`config.mk`:
```
export PLATFORM = sky130hd
export DESIGN_NAME = laser_pwm_driver_flat
export DESIGN_NICKNAME = d
export VERILOG_FILES = /design/src/rtl/laser_pid_pkg.sv /design/src/rtl/laser_pwm_driver_if.sv /design/src/rtl/pwm_period_counter.sv /design/src/rtl/laser_pwm_driver.sv /design/src/flat_wrapper.sv
export SDC_FILE = /design/constraint.sdc
export NUM_CORES = 1
export LEC_CHECK = 0
export ABC_CLOCK_PERIOD_IN_PS = 5150
export BUFFER_PORTS_ARGS = -buffer_cell sky130_fd_sc_hd__buf_2
export CAP_MARGIN = 20
export CELL_PAD_IN_SITES_DETAIL_PLACEMENT = 0
export CELL_PAD_IN_SITES_GLOBAL_PLACEMENT = 1
export CORE_ASPECT_RATIO = 1.5
export CORE_UTILIZATION = 45
export DETAILED_ROUTE_END_ITERATION = 8
export PLACE_DENSITY_LB_ADDON = 0.25
export RECOVER_POWER = 100
export SLEW_MARGIN = 20
export SYNTH_ARGS = -nofsm -noshare
export SYNTH_HDL_FRONTEND = slang
export SYNTH_SLANG_ARGS = --single-unit
```
`constraint.sdc`:
```
create_clock -name clk -period 5.15 [get_ports clk]
set_input_delay 1.545 -clock clk [delete_from_list [all_inputs] [get_ports clk]]
set_output_delay 1.545 -clock clk [all_outputs]
set_load 0.02 [all_outputs]
```
`src/rtl/laser_pid_pkg.sv`:
```
// Shared definitions for the laser control loop: word widths, limit defaults, FSM encoding.
// Latency: n/a (package only).
// Backpressure: n/a.
// Contents: U_W (control word width), CNT_W_DEF/DUTY_W_DEF (period counter and duty widths),
//   OFFSET/DUTY_MIN/DUTY_MAX defaults shared with the PI controller bench, PWM FSM states.
package laser_pid_pkg;

  localparam int U_W          = 9;
  localparam int CNT_W_DEF    = 8;
  localparam int DUTY_W_DEF   = CNT_W_DEF + 1;
  localparam int OFFSET_DEF   = 128;
  localparam int DUTY_MIN_DEF = 0;
  localparam int DUTY_MAX_DEF = 256;

  typedef enum logic [1:0] {
    IDLE = 2'd0,
    RUN  = 2'd1,
    STOP = 2'd2
  } pwm_state_t;

  // Elaboration-time clamp, used for constants such as the reset value of the shadow duty.
  function automatic int clamp_int(input int v, input int lo, input int hi);
    if (v > hi) return hi;
    if (v < lo) return lo;
    return v;
  endfunction

endpackage

```
`src/rtl/laser_pwm_driver_if.sv`:
```
// Bundle between the PI controller (master) and the laser PWM output stage (slave).
// Latency: n/a (wiring only).
// Backpressure: none; u_valid is a single-cycle qualifier, every valid word is accepted.
// Signals: u_in/u_valid/enable from the controller; pwm_out, sample_tick, duty_cur,
//   sat_hi, sat_lo back from the output stage.
interface laser_pwm_driver_if;
  import laser_pid_pkg::*;

  logic [U_W-1:0]        u_in;
  logic                  u_valid;
  logic                  enable;
  logic                  pwm_out;
  logic                  sample_tick;
  logic [DUTY_W_DEF-1:0] duty_cur;
  logic                  sat_hi;
  logic                  sat_lo;

  modport master (
    output u_in, u_valid, enable,
    input  pwm_out, sample_tick, duty_cur, sat_hi, sat_lo
  );

  modport slave (
    input  u_in, u_valid, enable,
    output pwm_out, sample_tick, duty_cur, sat_hi, sat_lo
  );

endinterface

```
`src/rtl/pwm_period_counter.sv`:
```
// Free-running PWM period counter with clear and run controls.
// Latency: cnt updates on the edge after run/clear; wrap is combinational from cnt.
// Backpressure: none.
// Ports: clk, reset (sync, active-high), run (count enable), clear (force 0, wins over run),
//   cnt (current position), wrap (high during the last cycle of a counting period).
module pwm_period_counter #(
  parameter int CNT_W = 8
) (
  input  logic             clk,
  input  logic             reset,
  input  logic             run,
  input  logic             clear,
  output logic [CNT_W-1:0] cnt,
  output logic             wrap
);

  always_ff @(posedge clk) begin
    if (reset || clear) begin
      cnt <= '0;
    end else if (run) begin
      cnt <= cnt + 1'b1;
    end
  end

  // Only a running counter can wrap; a held counter never signals end of period.
  assign wrap = run && (cnt == '1);

endmodule

```
`src/rtl/laser_pwm_driver.sv`:
```
// Laser PWM output stage: offsets/clamps the PI control word and drives a double-buffered PWM.
// Latency: pwm_out/sample_tick are registered, one cycle after the counter position they reflect.
// Backpressure: none; each u_valid word is captured, a later one in the same period overrides it.
// Ports: clk, reset (sync, active-high), bus (slave side of laser_pwm_driver_if).
module laser_pwm_driver
  import laser_pid_pkg::*;
#(
  parameter int CNT_W    = CNT_W_DEF,
  parameter int OFFSET   = OFFSET_DEF,
  parameter int DUTY_MIN = DUTY_MIN_DEF,
  parameter int DUTY_MAX = DUTY_MAX_DEF
) (
  input  logic               clk,
  input  logic               reset,
  laser_pwm_driver_if.slave  bus
);

  localparam int DUTY_W = CNT_W + 1;
  // Sum width: enough headroom that sign-extended u plus OFFSET can never overflow.
  localparam int S_W    = CNT_W + 3;

  localparam logic signed [S_W-1:0] OFF_S  = S_W'(OFFSET);
  localparam logic signed [S_W-1:0] DMIN_S = S_W'(DUTY_MIN);
  localparam logic signed [S_W-1:0] DMAX_S = S_W'(DUTY_MAX);

  localparam logic [DUTY_W-1:0] SHADOW_RST = DUTY_W'(clamp_int(OFFSET, DUTY_MIN, DUTY_MAX));

  pwm_state_t        state, state_nxt;
  logic [CNT_W-1:0]  cnt;
  logic              wrap;
  logic              cnt_run, cnt_clear, load_duty;

  logic [S_W-1:0]    u_ext;
  logic signed [S_W-1:0] s_sum;
  logic              clamp_hi, clamp_lo;
  logic [DUTY_W-1:0] duty_new;

  logic [DUTY_W-1:0] shadow;
  logic [DUTY_W-1:0] duty_cur;
  logic              pwm_q, tick_q, sat_hi_q, sat_lo_q;

  pwm_period_counter #(.CNT_W(CNT_W)) u_cnt (
    .clk   (clk),
    .reset (reset),
    .run   (cnt_run),
    .clear (cnt_clear),
    .cnt   (cnt),
    .wrap  (wrap)
  );

  // Offset and clamp the incoming control word.
  always_comb begin
    u_ext    = {{(S_W-U_W){bus.u_in[U_W-1]}}, bus.u_in};
    s_sum    = $signed(u_ext) + OFF_S;
    clamp_hi = (s_sum > DMAX_S);
    clamp_lo = (s_sum < DMIN_S);
    if (clamp_hi) begin
      duty_new = DUTY_W'(DUTY_MAX);
    end else if (clamp_lo) begin
      duty_new = DUTY_W'(DUTY_MIN);
    end else begin
      duty_new = s_sum[DUTY_W-1:0];
    end
  end

  always_ff @(posedge clk) begin
    if (reset) begin
      state <= IDLE;
    end else begin
      state <= state_nxt;
    end
  end

  always_comb begin
    state_nxt = state;
    cnt_run   = 1'b0;
    cnt_clear = 1'b0;
    load_duty = 1'b0;
    unique case (state)
      IDLE: begin
        cnt_clear = 1'b1;
        if (bus.enable) begin
          state_nxt = RUN;
          load_duty = 1'b1;
        end
      end
      RUN: begin
        cnt_run = 1'b1;
        if (wrap) load_duty = 1'b1;
        if (!bus.enable) state_nxt = STOP;
      end
      STOP: begin
        cnt_run = 1'b1;
        if (bus.enable) begin
          // Re-enabled before the period ends: the frame continues without a gap.
          state_nxt = RUN;
          if (wrap) load_duty = 1'b1;
        end else if (wrap) begin
          state_nxt = IDLE;
          cnt_clear = 1'b1;
        end
      end
      default: begin
        state_nxt = IDLE;
      end
    endcase
  end

  always_ff @(posedge clk) begin
    if (reset) begin
      shadow   <= SHADOW_RST;
      duty_cur <= '0;
      pwm_q    <= 1'b0;
      tick_q   <= 1'b0;
      sat_hi_q <= 1'b0;
      sat_lo_q <= 1'b0;
    end else begin
      if (bus.u_valid) begin
        shadow   <= duty_new;
        sat_hi_q <= clamp_hi;
        sat_lo_q <= clamp_lo;
      end
      // A word arriving on the wrap cycle goes straight into the next period.
      if (load_duty) begin
        duty_cur <= (bus.u_valid && wrap) ? duty_new : shadow;
      end
      // Full-scale duty is 2**CNT_W, so the compare is one bit wider than cnt.
      pwm_q  <= (state != IDLE) && ({1'b0, cnt} < duty_cur);
      tick_q <= wrap;
    end
  end

  assign bus.pwm_out     = pwm_q;
  assign bus.sample_tick = tick_q;
  assign bus.duty_cur    = duty_cur;
  assign bus.sat_hi      = sat_hi_q;
  assign bus.sat_lo      = sat_lo_q;

endmodule

```
`src/flat_wrapper.sv`:
```
// flat-port wrapper written by rule: the top's interface ports become plain ports
module laser_pwm_driver_flat import laser_pid_pkg::*;
#(
  parameter int CNT_W    = CNT_W_DEF,
  parameter int OFFSET   = OFFSET_DEF,
  parameter int DUTY_MIN = DUTY_MIN_DEF,
  parameter int DUTY_MAX = DUTY_MAX_DEF
)
  (clk, reset, bus_u_in, bus_u_valid, bus_enable, bus_pwm_out, bus_sample_tick, bus_duty_cur, bus_sat_hi, bus_sat_lo);
  laser_pwm_driver_if bus_i ();
  input  logic clk;
  input  logic reset;
  input wire logic [$bits(bus_i.u_in)-1:0] bus_u_in;
  input wire logic [$bits(bus_i.u_valid)-1:0] bus_u_valid;
  input wire logic [$bits(bus_i.enable)-1:0] bus_enable;
  output wire logic [$bits(bus_i.pwm_out)-1:0] bus_pwm_out;
  output wire logic [$bits(bus_i.sample_tick)-1:0] bus_sample_tick;
  output wire logic [$bits(bus_i.duty_cur)-1:0] bus_duty_cur;
  output wire logic [$bits(bus_i.sat_hi)-1:0] bus_sat_hi;
  output wire logic [$bits(bus_i.sat_lo)-1:0] bus_sat_lo;
  assign bus_i.u_in = bus_u_in;
  assign bus_i.u_valid = bus_u_valid;
  assign bus_i.enable = bus_enable;
  assign bus_pwm_out = bus_i.pwm_out;
  assign bus_sample_tick = bus_i.sample_tick;
  assign bus_duty_cur = bus_i.duty_cur;
  assign bus_sat_hi = bus_i.sat_hi;
  assign bus_sat_lo = bus_i.sat_lo;
  laser_pwm_driver #(.CNT_W(CNT_W), .OFFSET(OFFSET), .DUTY_MIN(DUTY_MIN), .DUTY_MAX(DUTY_MAX)) u_core (.clk(clk), .reset(reset), .bus(bus_i));
endmodule
```
==> results of run 1 <==
-- logic make-up after synthesis --
logic type      Yosys count
compound gates           52
mux                       3
flops                    32
simple gates             61
fa+ha+maj                12
buf+inv                  20
xor+xnor                  8
-- power by group through the flow --
stage | logic [mW] | registers [mW] | clock network [mW]
after detailed placement | 0.0941 | 0.277 | 0
after floorplan | 0.0586 | 0.285 | 0
after global placement | 0.0898 | 0.276 | 0
after CTS | 0.0950 | 0.271 | 0.186
final | 0.0917 | 0.271 | 0.183
after global routing | 0.102 | 0.273 | 0.199
-- area by class of cell --
| type | count | area [sq um] |
|---|---|---|
| clock buffer | 5 | 68.8 |
| clock inverter | 2 | 12.5 |
| fill | 359 | 1620 |
| inverter | 13 | 48.8 |
| multi-input combinational | 136 | 897 |
| sequential | 32 | 641 |
| tap | 42 | 52.6 |
| timing repair buffer | 25 | 106 |
-- placed cells by master (no fill, tap or decap), types with 4 or more instances in the layout --
cell and count:
a21oi_1 21, a22oi_1 7, buf_2 10, clkbuf_1 15, clkbuf_8 5, dfxtp_1 32
ha_1 12, inv_1 12, nand2_1 17, nand3_1 9, nand4_1 4, nor2_1 14
o21ai_0 15, xor2_1 4
-- registers in the layout (all words and copies together) (netlist names) --
| name | count |
|---|---|
| u_core.shadow | 9 |
| u_core.bus.sat_hi | 1 |
| u_core.bus.duty_cur | 9 |
| u_core.state | 2 |
| u_core.bus.sat_lo | 1 |
| u_core.u_cnt.cnt | 8 |
| u_core.bus.sample_tick | 1 |
| u_core.bus.pwm_out | 1 |
-- critical path, delay by kind of cell --
family | cells | cell delay [ns]
simple gates | 2 | 0.86
buf+inv | 1 | 0.46
compound gates | 1 | 0.17
-- worst max path at each step --
stage,from,end,cells after the start
2_1_floorplan,bus_u_in[7],u_core.bus.duty_cur[0],5
3_3_place_gp,bus_enable,u_core.bus.duty_cur[7],5
3_5_place_dp,bus_enable,u_core.bus.duty_cur[7],5
4_1_cts,bus_enable,u_core.bus.duty_cur[7],5
5_1_grt,bus_u_valid,u_core.bus.duty_cur[7],4
6_report,bus_u_valid,u_core.bus.duty_cur[7],4
-- per-layer routing --
layer	GRT usage, %	vias up	wire length [um]
met5	0	-	0
met4	8.95	0	85
met3	5.79	8	157
met2	40.8	42	1970
met1	21.2	675	1420
li1	-	714	-
==> impl_results.md, run 1 <==
- Routed vias: 1439
- CP cell instances: clkbuf_1, nand3_1, or3_1, a31oi_1
- Slew margin rel.: between 40 and 50%
- Share of cells above drive strength 1: 12.2%
- Worst r2r src: u_core.state[0]
- Mux share of post-synthesis cell area: ~1.8%
- Largest net degree at the start of global routing: 19
- DP HPWL: roughly 2.8 mm
- Setup violators final: 0
- DIE AREA: 0.00388 sq mm
- Status: completed
- Max-Cap Viols: 0
- Power per Cell Area: 299 mW/mm^2
- Total Power: approximately 550 uW
- Most common cell in the netlist: dfxtp_1
- P_sw: 160 uW
- Synth top cells by count: dfxtp_1 (32), a21oi_1 (21), nand2_1 (17), nor2_1 (14), o21ai_0 (14)
- Synth Area in Compound Gates: 19.9%
- Fin crit period: 2.82 ns
- Drt total wl: 3.63 mm
- Reg-to-reg setup timing slack: 2.77 ns
- Post-synth top area share: 39.2%
- Cell Area, Synth: 0.00163 sq mm
- Clock-pin slew on the worst setup and hold paths: 0.07 ns
- Post-Place Worst Slack: 2.24 ns
- Crit-path max cell delay: 0.46 ns
- Chip Width: 51.2 um
- Seq/Total Area, Yosys: 39.2%
- Antenna Nets Post-Route: 0
- Hold Path Depth: 2
- Comb power frac: 16.8%
- Ys async rst share: 0%
- F_max: approximately 0.35 GHz
- Number of global-route vias before repair: 1382
- Worst setup SP type: input port
- Fin. Hold Viols: 0
- Post-CTS Hold Buffers: 0
- Synth area leader: dfxtp_1
- Slew @ Worst Pin: 0.841 ns
- LEAKAGE: 0.703 nW
- PostCTS Resize Cnt: 0
- CP max FO: 15
- CTS tree: done
- GRT overflow: 0
- Quantity of I/O buffers inserted on ports: 25
- Clk buf depth: 2
- WL/cell: 14.2 um
- Inst Count DP: 248
- Library cells used by synthesis: 40
- Final worst slack: approximately 2.3 ns
- R2R cell count: 6
- Worst Hold Path EP: u_core.shadow[5]
- Drt pass-1 iters: 4
- Syn_nets: 213
- Root buffer cell: clkbuf_8
- GRT Overall Usage: 21.3%
- WHS: 0.465 ns
- Reg power frac: 49.7%
- Initial antenna violation count: 0
- Postcts setup bufs: 0
- Drt initial violations: 36
- Die Y: 75.8 um
- Worst path required time: approximately 5.4 ns
- Flops & latches, synth: 32
- RSZ-0062 raised after global routing: false
- Inserted Clock Buffers: 5
- Number of synthesized flops with an enable pin: 0
- GP Congestion: 0.791
- Main combinational cell family by area after synthesis: compound AO/OA/AOI/OAI gates
- End-of-flow core utilization: 53.0%
- Placed inst area: 0.00177 sq mm
- H-tree depth: 2
- Final non-filler cell total: 255
- P_int: 386 uW
- Yosys warnings: 0
- Post-route DRC: 0
- Post-Synth Simple-Gate Area: 19.5%
- Worst Min Path Start: u_core.shadow[5]
- Top cells by area, synth: dfxtp_1 (39%), ha_1 (9.2%), a21oi_1 (6.4%)
- Clock Skew: between 0.003 and 0.004 ns
- Final design instance area without fill: 0.00183 sq mm
- Slew Limit Fails: 0
- Worst-skew pair later-pin latency: 0.29 ns
- CP Class: in -> reg
- Synthesized-area fraction occupied by adder cells: 9.19%
- Dominant synthesized flop cell: dfxtp_1
- # nets final: between 200 and 250
- Syn Area/Cell: 8.69 sq um
- Maximum vdd drop: 0.000236 V
- Worst EP arrival: 3.03 ns
- CP max stage cell: clkbuf_1
- First-pass GRT wire length: ~6 mm
- Hold/Removal Path Class: reg -> reg
- N_diodes: 0
- # IOs: 26
- Area Overhead vs Synth: 11.8%
- Endpoint type of the worst setup path: register
- Row count: 26
- Reg2reg end: u_core.bus.duty_cur[4]
- Via density: roughly 5.6
- Synth Instances: 188
- CTS sink cnt: 32
- Final period util: between 50% and 60%
- Sw Share: 29.4%
- XOR/XNOR Fraction of Synth Area: 4.75%
- Starting density of the core: 47.4%
- Core area: 0.00345 sq mm
- Sum Neg Setup Slack: 0 ns
- Power share of the clock group: 33.5%
Note: power is estimated with default switching activity, not from simulation.
==> run 2: changes to the inputs <==
- ABC_CLOCK_PERIOD_IN_PS: 5150 -> 2600
- CORE_UTILIZATION: 45 -> 41
- clock period: 5.15 -> 2.6 ns (I/O delays scaled with it)
==> run 2 against run 1 <==
  * Sequential power increased by 98%
  * Register-to-register slack got worse by 2.4 ns
  * Sequential cell count unchanged
  * Count of clock-buffer cells in the layout increased by 2
  * Critical path depth increased by 3
  * Setup slack got worse by 1.9 ns
  * First-iteration DRC count unchanged
  * Non-clock buffer count increased by 1
  * Global-route usage decreased by 1.0 points
  * Largest power group unchanged
==> impl_results.md, run 2 (same netlist as run 1, synthesis figures left out) <==
- Most common cell after layout, fill and taps aside: dfxtp_1
- Total Power: 1.11 mW
- Root buffer cell: clkbuf_8
- Hold Path Depth: 2
- Row count: 27
- Via density: 5.56
- Area Overhead vs Synth: 13.2%
- CP max FO: 18
- Worst path required time: 2.81 ns
- Crit-path max cell delay: 0.44 ns
- Starting density of the core: 43.6%
- GP Congestion: 0.815
- Reg-to-reg setup timing slack: 0.39 ns
- Reg2reg end: u_core.bus.duty_cur[5]
- F_max: 0.452 GHz
- Drt initial violations: 36
- Worst Min Path Start: u_core.shadow[6]
- # IOs: 26
- Worst Hold Path EP: u_core.shadow[6]
- Maximum vdd drop: 0.000478 V
- Slew margin rel.: 53.0%
- Clock Skew: between 0.006 and 0.007 ns
- LEAKAGE: 0.709 nW
- CTS sink cnt: 32
- WL/cell: 14.3 um
- Post-CTS Hold Buffers: 0
- Fin crit period: 2.21 ns
- Clock-pin slew on the worst setup and hold paths: 0.06 ns
- Largest registers: u_core.bus.duty_cur (9), u_core.shadow (9), u_core.u_cnt.cnt (8)
- Chip Width: between 50 and 60 um
- CP cell instances: inv_1, ha_1, nand4_1, o41ai_4, clkbuf_2, o21ai_0, a21oi_1
- Share of cells above drive strength 1: between 10% and 20%
- Critical path buffer and inverter count: 2
- DP HPWL: just under 3 mm
- Post-route DRC: 0
- Largest net degree at the start of global routing: 19
- CP max stage cell: ha_1
- Clk buf depth: 2
- Most frequent cells in the layout: dfxtp_1 (32), a21oi_1 (21), nand2_1 (17), clkbuf_1 (17)
- Hold/Removal Path Class: reg -> reg
- Core area: between 0.003 and 0.004 sq mm
- R2R cell count: 7
- First-pass GRT wire length: 6.18 mm
- DIE AREA: 0.00425 sq mm
- CTS tree: done
- Power per Cell Area: 599 mW/mm^2
- Endpoint type of the worst setup path: register
- CP Class: reg -> reg
- Worst r2r src: u_core.state[0]
- Final period util: between 80% and 90%
- Inserted Clock Buffers: 5
- Sum Neg Setup Slack: 0 ns
- Postcts setup bufs: 0
- Setup violators final: 0
- Worst setup SP type: register
- N_diodes: 0
- Number of global-route vias before repair: 1410
- Status: completed
- RSZ-0062 raised after global routing: false
- Worst-skew pair later-pin latency: 0.28 ns
- Die Y: 79.3 um
- Initial antenna violation count: 0
- PostCTS Resize Cnt: 0
- Max-Cap Viols: 0
- Routed vias: 1434
- GRT Overall Usage: 20.3%
- H-tree depth: 2
- GRT overflow: 0
- # nets final: 239
- CP delay by family, top: compound AO/OA/AOI/OAI gates
- Antenna Nets Post-Route: 0
- Slew Limit Fails: 0
- Worst EP arrival: 2.42 ns
- Drt total wl: 3.68 mm
- Quantity of I/O buffers inserted on ports: 25
- Slew @ Worst Pin: a little over 0.7 ns
- Drt pass-1 iters: 4
- Fin. Hold Viols: 0
run 2: per-layer routing:
metal,global-route usage [%],up-vias,wire length [um]
met4,9.74,0,118
met5,0,-,0
met1,20.4,676,1400
li1,-,720,-
met2,36.5,26,2060
met3,5.36,12,106
run 2: where the power goes:
part | switching, mW | internal [mW]
sequential | 0.0191 | 0.518
clock | 0.170 | 0.215
combinational | 0.119 | 0.0662
run 2: worst max path at each step:
stage	startpoint	endpoint	depth (start not counted)
floorplan	u_core.state[0]	u_core.bus.duty_cur[8]	8
global placement	bus_u_in[7]	u_core.bus.duty_cur[4]	5
detailed placement	u_core.state[0]	u_core.bus.duty_cur[5]	7
CTS	u_core.state[0]	u_core.bus.duty_cur[5]	7
global route	u_core.state[0]	u_core.bus.duty_cur[5]	7
finish	u_core.state[0]	u_core.bus.duty_cur[5]	7
run 2: cell type report:
class                           count  area (sq um)
Fill cell                         387          1900
Timing Repair Buffer               26           110
Clock inverter                      1          7.51
Sequential cell                    32           641
Inverter                           13          48.8
Multi-Input combinational cell    136           902
Clock buffer                        7          86.3
Tap cell                           43          53.8
run 2: per-stage QoR:
step | hold slack [ns] | area [sq um] | setup slack, ns | cells | utilization, %
global placement | 0.445 | 1780 | 0.592 | 250 | 47.4
finish | 0.464 | 1850 | 0.388 | 258 | 49.3
CTS | 0.464 | 1870 | 0.499 | 258 | 49.9
floorplan | 0.442 | 1630 | 0.810 | 188 | -
global route | 0.486 | 1850 | 0.216 | 258 | 49.3
detailed placement | 0.453 | 1780 | 0.532 | 250 | 47.4
run 2: worst register-to-register path, stage by stage (launching register included):
cell      delay [ns]
dfxtp_1         0.39
inv_1           0.08
ha_1            0.44
nand4_1         0.23
o41ai_4         0.32
clkbuf_2        0.36
o21ai_0         0.16
a21oi_1         0.15
==> run 3: changes to the inputs <==
- BUFFER_PORTS_ARGS: -buffer_cell sky130_fd_sc_hd__buf_2 -> -buffer_cell sky130_fd_sc_hd__buf_4
==> run 3 against run 2 <==
  * Combinational power increased by 2%
  * Via count decreased by 0.98%
  * Clock power increased by 5%
  * Maximum frequency increased by 9.6%
  * Sequential power about the same
  * First-iteration DRC count decreased by 14%
  * Largest cell class unchanged
  * Highest routed layer unchanged
==> impl_results.md, run 3 (same netlist as run 1, synthesis figures left out) <==
- Worst r2r src: u_core.state[1]
- P_int: 824 uW
- Die Y: between 70 and 80 um
- First-pass GRT wire length: 6.14 mm
- Slew margin rel.: 52.9%
- GRT overflow: 0
- Drt total wl: 3.70 mm
- Endpoint type of the worst setup path: register
- CP max FO: 18
- # nets final: between 200 and 250
- Hold/Removal Path Class: reg -> reg
- Number of global-route vias before repair: 1402
- Clock Skew: 0.00351 ns
- Crit path from: u_core.state[1]
- Sum Neg Setup Slack: 0 ns
- Power per Cell Area: between 600 and 700 mW/mm^2
- Post-CTS Hold Buffers: 0
- Worst EP arrival: 2.22 ns
- Largest registers: u_core.bus.duty_cur (9), u_core.shadow (9), u_core.u_cnt.cnt (8)
- Slew Limit Fails: 0
- CTS tree: done
- CP Class: reg -> reg
- Maximum vdd drop: 0.000426 V
- End-of-flow core utilization: 50.1%
- Area Overhead vs Synth: 14.9%
- Power share of the clock group: 35.8%
- Routed vias: 1420
- Inserted Clock Buffers: 5
- Drt initial violations: 31
- Max-Cap Viols: 0
- RSZ-0062 raised after global routing: false
- Chip Width: 53.5 um
- GRT Overall Usage: 20.0%
- Clk buf depth: 2
- Setup violators final: 0
- P_sw: 305 uW
- Most frequent cells in the layout: dfxtp_1 (32), a21oi_1 (21), nand2_1 (17)
- F_max: 0.496 GHz
- Fin. Hold Viols: 0
- Share of cells above drive strength 1: ~13%
- GP Congestion: slightly above 0.8
- H-tree depth: 2
- LEAKAGE: 0.723 nW
- Comb power frac: 16.7%
- Root buffer cell: clkbuf_8
- Quantity of I/O buffers inserted on ports: 25
- Slew @ Worst Pin: 0.706 ns
- Postcts setup bufs: 0
- Post-route DRC: 0
- Antenna Nets Post-Route: 0
- Drt pass-1 iters: 4
- # IOs: 26
- N_diodes: 0
- Via density: 5.53
- Initial antenna violation count: 0
- CTS sink cnt: 32
- Worst Min Path Start: u_core.shadow[6]
- PostCTS Resize Cnt: 0
- Worst setup SP type: register
- Final period util: 77.6%
- Row count: 27
- Fin crit period: 2.02 ns
- Clock-pin slew on the worst setup and hold paths: 0.07 ns
- Status: completed
- DIE AREA: 0.00425 sq mm
- Worst-skew pair later-pin latency: around 0.27 ns
- Core area: 0.00375 sq mm
- Worst path required time: around 2.8 ns
- WL/cell: approximately 14 um
- Starting density of the core: a little over two fifths
- Sw Share: between 20% and 30%
- Reg power frac: 47.5%
- Most common cell after layout, fill and taps aside: dfxtp_1
- DP HPWL: 2.90 mm
- Largest net degree at the start of global routing: 19
## run 3: per-layer routing
metal	global-route usage [%]	up-vias	routed length (um)
li1	-	715	-
met1	20.0	662	1410
met3	4.60	8	118
met4	10.0	0	100
met2	36.6	35	2060
met5	0	-	0
## run 3: final timing paths
path / cells past startpoint / slack (ns) / to
setup / recovery: 7 / 0.58 / u_core.bus.duty_cur[3]
setup reg to reg: 7 / 0.58 / u_core.bus.duty_cur[3]
hold / removal: 2 / 0.47 / u_core.shadow[6]
hold reg to reg: 2 / 0.47 / u_core.shadow[6]
## run 3: critical path, cell delays in order, from the launching register on
cell	delay [ns]
dfxtp_1	0.39
inv_1	0.08
ha_1	0.42
nand4_1	0.23
o41ai_4	0.32
buf_4	0.26
o21ai_0	0.11
a21oi_1	0.15
## run 3: stage by stage
step           area [sq um]  total power, mW  setup slack (ns)  hold slack, ns  cells
5_1_grt                1880             1.18             0.417           0.489    257
4_1_cts                1940             1.16             0.591           0.466    257
3_5_place_dp           1840            0.753             0.566           0.456    250
2_1_floorplan          1630            0.681             0.810           0.442    188
6_report               1880             1.13             0.582           0.465    257
3_3_place_gp           1840            0.746             0.598           0.449    250
## run 3: power groups by stage
| stage | registers (mW) | clock network, mW | logic (mW) |
|---|---|---|---|
| global placement | 0.547 | 0 | 0.199 |
| floorplan | 0.565 | 0 | 0.116 |
| global route | 0.541 | 0.431 | 0.209 |
| finish | 0.537 | 0.404 | 0.189 |
| detailed placement | 0.548 | 0 | 0.204 |
| CTS | 0.538 | 0.415 | 0.205 |
## run 3: final cells by class
| cell class | count | area (sq um) |
|---|---|---|
| multi-input combinational | 136 | 902 |
| sequential | 32 | 641 |
| clock buffer | 7 | 96.3 |
| fill | 348 | 1870 |
| timing repair buffer | 26 | 135 |
| tap | 43 | 53.8 |
| inverter | 13 | 48.8 |
